File: src/rtl/display_pkg.sv
// Shared constants for the multiplexed 7-segment display: hex decode table,
// dark-display codes and digit count.
package display_pkg;

  localparam int NUM_DIGITS = 8;

  localparam logic [7:0] SEG_BLANK = 8'hFF;
  localparam logic [7:0] AN_OFF    = 8'hFF;

  // {dp,g,f,e,d,c,b,a}, active low, dp off
  localparam logic [7:0] HEX_SEG [16] = '{
    8'hC0, 8'hF9, 8'hA4, 8'hB0, 8'h99, 8'h92, 8'h82, 8'hF8,
    8'h80, 8'h90, 8'h88, 8'h83, 8'hC6, 8'hA1, 8'h86, 8'h8E
  };

endpackage

File: src/rtl/hex_to_seg7.sv
// Combinational nibble to active-low {g..a} segment pattern.
module hex_to_seg7
  import display_pkg::*;
(
  input  logic [3:0] nibble,
  output logic [6:0] seg7
);

  logic [7:0] entry;

  always_comb begin
    entry = HEX_SEG[nibble];
    seg7  = entry[6:0];
  end

endmodule

File: src/rtl/display_scan.sv
// Time-multiplexes one of eight 32-bit observation words as 8 hex digits on a
// common-anode 7-segment display; the word is captured once per scan frame.
module display_scan
  import display_pkg::*;
#(
  parameter int SCAN_DIV   = 100_000,
  parameter bit LEAD_BLANK = 1'b0
) (
  input  logic         clk,
  input  logic         rst,
  input  logic         go,
  input  logic [2:0]   display_op,
  input  logic [255:0] disp_bus,
  output logic [7:0]   seg,
  output logic [7:0]   an
);

  localparam int CNT_W = (SCAN_DIV > 1) ? $clog2(SCAN_DIV) : 1;
  localparam int IDX_W = $clog2(NUM_DIGITS);
  localparam logic [CNT_W-1:0] TICK_LAST = CNT_W'(SCAN_DIV - 1);
  localparam logic [IDX_W-1:0] IDX_LAST  = IDX_W'(NUM_DIGITS - 1);

  logic [CNT_W-1:0] tick_cnt_q, tick_cnt_d;
  logic [IDX_W-1:0] idx_q, idx_d;
  logic [31:0]      shadow_q, shadow_d;
  logic [7:0]       seg_q, seg_d;
  logic [7:0]       an_q, an_d;

  logic       terminal;
  logic [3:0] nibble;
  logic [6:0] seg7;
  logic [31:0] upper;
  logic       blank;
  logic       dp_n;

  hex_to_seg7 u_hex_to_seg7 (
    .nibble (nibble),
    .seg7   (seg7)
  );

  always_comb begin
    terminal   = (tick_cnt_q == TICK_LAST);
    tick_cnt_d = terminal ? '0 : tick_cnt_q + 1'b1;
    idx_d      = terminal ? idx_q + 1'b1 : idx_q;
    shadow_d   = shadow_q;
    // Capture only at the frame boundary so a frame never mixes two words.
    if (terminal && (idx_q == IDX_LAST)) begin
      shadow_d = disp_bus[{display_op, 5'b0_0000} +: 32];
    end

    nibble = shadow_q[{idx_q, 2'b00} +: 4];
    upper  = shadow_q >> {idx_q, 2'b00};
    blank  = LEAD_BLANK && (idx_q != '0) && (upper == 32'h0);
    dp_n   = !((idx_q == '0) && !go);

    seg_d = {dp_n, blank ? 7'h7F : seg7};
    an_d  = ~(8'h01 << idx_q);
  end

  always_ff @(posedge clk or posedge rst) begin
    if (rst) begin
      tick_cnt_q <= '0;
      idx_q      <= '0;
      shadow_q   <= '0;
      seg_q      <= SEG_BLANK;
      an_q       <= AN_OFF;
    end else begin
      tick_cnt_q <= tick_cnt_d;
      idx_q      <= idx_d;
      shadow_q   <= shadow_d;
      seg_q      <= seg_d;
      an_q       <= an_d;
    end
  end

  assign seg = seg_q;
  assign an  = an_q;

endmodule

File: config.mk
export PLATFORM = sky130hd
export DESIGN_NAME = display_scan
export DESIGN_NICKNAME = d
export VERILOG_FILES = /design/src/rtl/display_pkg.sv /design/src/rtl/hex_to_seg7.sv /design/src/rtl/display_scan.sv
export SDC_FILE = /design/constraint.sdc
export NUM_CORES = 1
export LEC_CHECK = 0
export BUFFER_PORTS_ARGS = -buffer_cell sky130_fd_sc_hd__buf_4
export CAP_MARGIN = 20
export CORE_UTILIZATION = 46
export CTS_CLUSTER_DIAMETER = 200
export DETAILED_ROUTE_END_ITERATION = 16
export PLACE_DENSITY = 0.93
export SYNTH_ARGS = -nofsm -noshare
export SYNTH_HDL_FRONTEND = slang
export SYNTH_SLANG_ARGS = --single-unit
File: constraint.sdc
create_clock -name clk -period 2.4 [get_ports clk]
set_input_delay 0 -clock clk [delete_from_list [all_inputs] [get_ports clk]]
set_output_delay 0 -clock clk [all_outputs]
set_load 0.01 [all_outputs]
==> metrics.md <==
| Metric | Value |
|---|---|
| RSZ-0062 raised after global routing | no |
| Clock buffer depth | 2 |
| CTS tree | yes |
| Post-CTS setup buffers | 0 |
| Final #Nets | between 900 and 1k |
| Setup WS post-layout | ~0.22 ns |
| Via density | 5.62 |
| Residual DRC | 0 |
| MaxCap Viol Count | 0 |
| Worst EP arrival | between 2 and 2.5 ns |
| Post-synthesis adder-cell area fraction | about 3.1% |
| WL final | 16,100 um |
| Multiplexer share of the synthesized area | 50.4% |
| Complex-gate fraction of the synthesized area | about 1.3% |
| Combinational family with the most area after synthesis | multiplexers |
| YS warnings | 0 |
| Critical path fanouts, max | 10 |
| Count of final hold-check violations | 0 |
| Row count | 38 |
| R2R setup slack | about 0.22 ns |
| Most frequent cells in the layout | buf_4 (289), mux4_2 (72), dfrtp_1 (51) |
| Post-Synth XOR/XNOR Area | roughly 2.5% |
| Placer congestion estimate | 0.914 |
| VDD IR max | 0.527 mV |
| CTS sink cnt | just under 70 |
| Min-delay worst type | input port to flip-flop |
| CP Launch Type | flip-flop |
| Total CTS buffers | 9 |
| Outcome | finished clean |
| Syn nets | about 620 |
| Vias in the first global route | 4,837 |
| Crit end category | flip-flop |
| Die area | 11,700 um2 |
| Post-synthesis simple-gate area fraction | a little over 6% |
| Max-Slew Margin vs Limit | between 40 and 50% |
| Synth Cell Area | 5210 um2 |
| CTS H-tree lvls | 3 |
| Slowest Stage Delay on Critical Path | approximately 0.54 ns |
| Area of the multi-input gates | 3300 um2 |
| Ys flop type | dfrtp_1 |
| Setup Crit Path Kind | flip-flop to flip-flop |
| Die Y | roughly 110 um |
| Post-detailed-route wirelength per cell | 20.9 um |
| Crit-path cells | mux4_2, mux2i_1, buf_4, ha_1, inv_1, or3_1, o21ai_1 |
| Initial Util | ~48% |
| Worst-Skew Late Latency | roughly 0.33 ns |
| Ports | ~280 |
| Pre-CTS WS | ~0.080 ns |
| Clock slew at reported path FFs | ~0.050 ns |
| Layout Skew | 0.00736 ns |
| Hpwl dp | roughly 13,000 um |
| Total track usage | 28.7% |
| Syn Inst Count | about 350 |
| DR iter-0 viols | 194 |
| Setup Viol. Count Final | 0 |
| Register area | roughly 1700 um2 |
| Global-route wire length before repair | around 25,000 um |
| Total grt overflow | 0 |
| Commonest non-fill, non-tap cell in the layout | buf_4 |
| Antenna cells | 0 |
| Tmin final | between 2 and 2.5 ns |
| Seq/Total Area, Yosys | between 30 and 40% |
| Die Wd | 108 um |
| FMAX | roughly 0.46 GHz |
| Layout cell share with drive strength beyond 1 | roughly three quarters |
| Placeable Area | between 10,000 and 15,000 um2 |
| Library cells used by synthesis | between 40 and 50 |
| Synth Register Bits | 68 |
| Layout area overhead | 49.8% |
| IO buf count | 277 |
| Fillers | 768 |
| Antenna Nets Post-Route | 0 |
| Post-synthesis async set-or-reset flop share | 100% |
| Least-Margin Pin Slew | between 0.7 and 0.8 ns |
| DR vias | ~4.3k |
| Number of synthesized flops with an enable pin | 0 |
| Sum of negative setup slack | 0 ns |
| Slowest cell on crit path | mux4_2 |
| Mean post-synth cell area | 15.0 um2 |
| Pin count of the biggest net entering global routing | 39 |
| Power density over the cells | 468 nW/um2 |
| First drt pass iteration count | 4 |
| Initial antenna violation count | 0 |
| Leakage | roughly 0.0036 uW |
| Max Slew Vio Count | 0 |
| Clk root buf | clkbuf_16 |
| Final Cycle Share | between 90% and 100% |
| Final Core Density | between 70% and 80% |
| CP required | roughly 2.7 ns |
==> report_power, final <==
group / internal (uW) / leakage (uW) / switching (uW)
Clock: 831 / 0.000141 / 443
Combinational: 704 / 0.00270 / 341
Sequential: 1260 / 0.000804 / 66.6
Total: 2800 / 0.00365 / 851
==> synthesized netlist by cell type, types with 2 or more instances <==
master | n | share of area (%)
nor2_1 | 10 | 0.72
dfstp_2 | 16 | 8.1
mux2i_1 | 8 | 1.5
nand3_1 | 9 | 0.87
nor3_1 | 3 | 0.29
ha_1 | 13 | 3.1
o21ai_0 | 2 | 0.19
nand2_1 | 13 | 0.94
or3_1 | 2 | 0.24
xnor2_1 | 9 | 1.5
mux2i_4 | 2 | 0.87
and4_1 | 2 | 0.34
inv_1 | 10 | 0.72
xor2_1 | 6 | 1.0
buf_2 | 7 | 0.67
mux2_4 | 30 | 8.7
mux4_2 | 72 | 31
and2_1 | 2 | 0.24
buf_4 | 2 | 0.29
a21oi_1 | 2 | 0.19
buf_6 | 4 | 0.87
o31ai_1 | 2 | 0.29
and3_1 | 2 | 0.24
clkbuf_1 | 11 | 0.79
mux2_2 | 38 | 8.2
dfrtp_1 | 52 | 25
==> state kept, by name (all words and copies together), names as in the netlist <==
signal and count:
shadow_q 32, an 8, tick_cnt_q 17, seg 8
idx_q 3
==> per-layer routing <==
layer / GRT usage, % / vias up / share of wire [%]
li1: - / 1930 / -
met1: 34.6 / 2136 / 37
met2: 49.5 / 224 / 54
met3: 6.87 / 53 / 6.1
met4: 11.7 / 0 / 3.6
met5: 0 / - / 0
==> critical path, delay by kind of cell (launching register included) <==
family,cells,cell delay (ns)
multiplexers,2,0.75
AO/OA/AOI/OAI,1,0.09
flip-flops,1,0.52
buffers and inverters,2,0.25
AND/OR/NAND/NOR,1,0.37
adder cells (fa/ha/maj),1,0.14
==> path summary, 6_finish.rpt <==
kind                                from       endpoint  cells after the start
setup reg to reg                idx_q[0]         seg[1]                      7
min in group asynchronous            rst  tick_cnt_q[3]                      3
hold / removal              disp_bus[28]   shadow_q[28]                      4
hold reg to reg            tick_cnt_q[0]  tick_cnt_q[0]                      1
max in group asynchronous            rst       idx_q[0]                      4
setup / recovery                idx_q[0]         seg[1]                      7
==> final cells by class <==
cell class                 instances  share of cell area, %
inverter                          11                  0.529
timing repair buffer             295                   29.1
clock buffer                      14                   3.26
sequential                        68                   22.1
multi-input combinational        243                   42.3
clock inverter                     2                  0.449
tap                              140                   2.25
==> cell families after synthesis <==
group | Yosys count
flops | 68
mux | 150
buf+inv | 36
fa+ha+maj | 13
xor+xnor | 15
simple gates | 55
compound gates | 10
==> metrics by stage <==
step / power, uW / instance area, um2 / hold WS, ns / instances
after floorplan: 1870 / 5210 / 0.112 / 347
after global placement: 2340 / 7490 / 0.177 / 755
after detailed placement: 2390 / 7490 / 0.196 / 755
after CTS: 3680 / 7800 / 0.242 / 773
after global routing: 3800 / 7800 / 0.261 / 773
final: 3650 / 7800 / 0.249 / 773
==> timing repair <==
action	CTS	global route
setup endpoints to repair	0	6
gates resized for setup	0	1
hold buffers	2	0
hold endpoints to repair	22	0
Note: power is estimated with default switching activity, not from simulation.
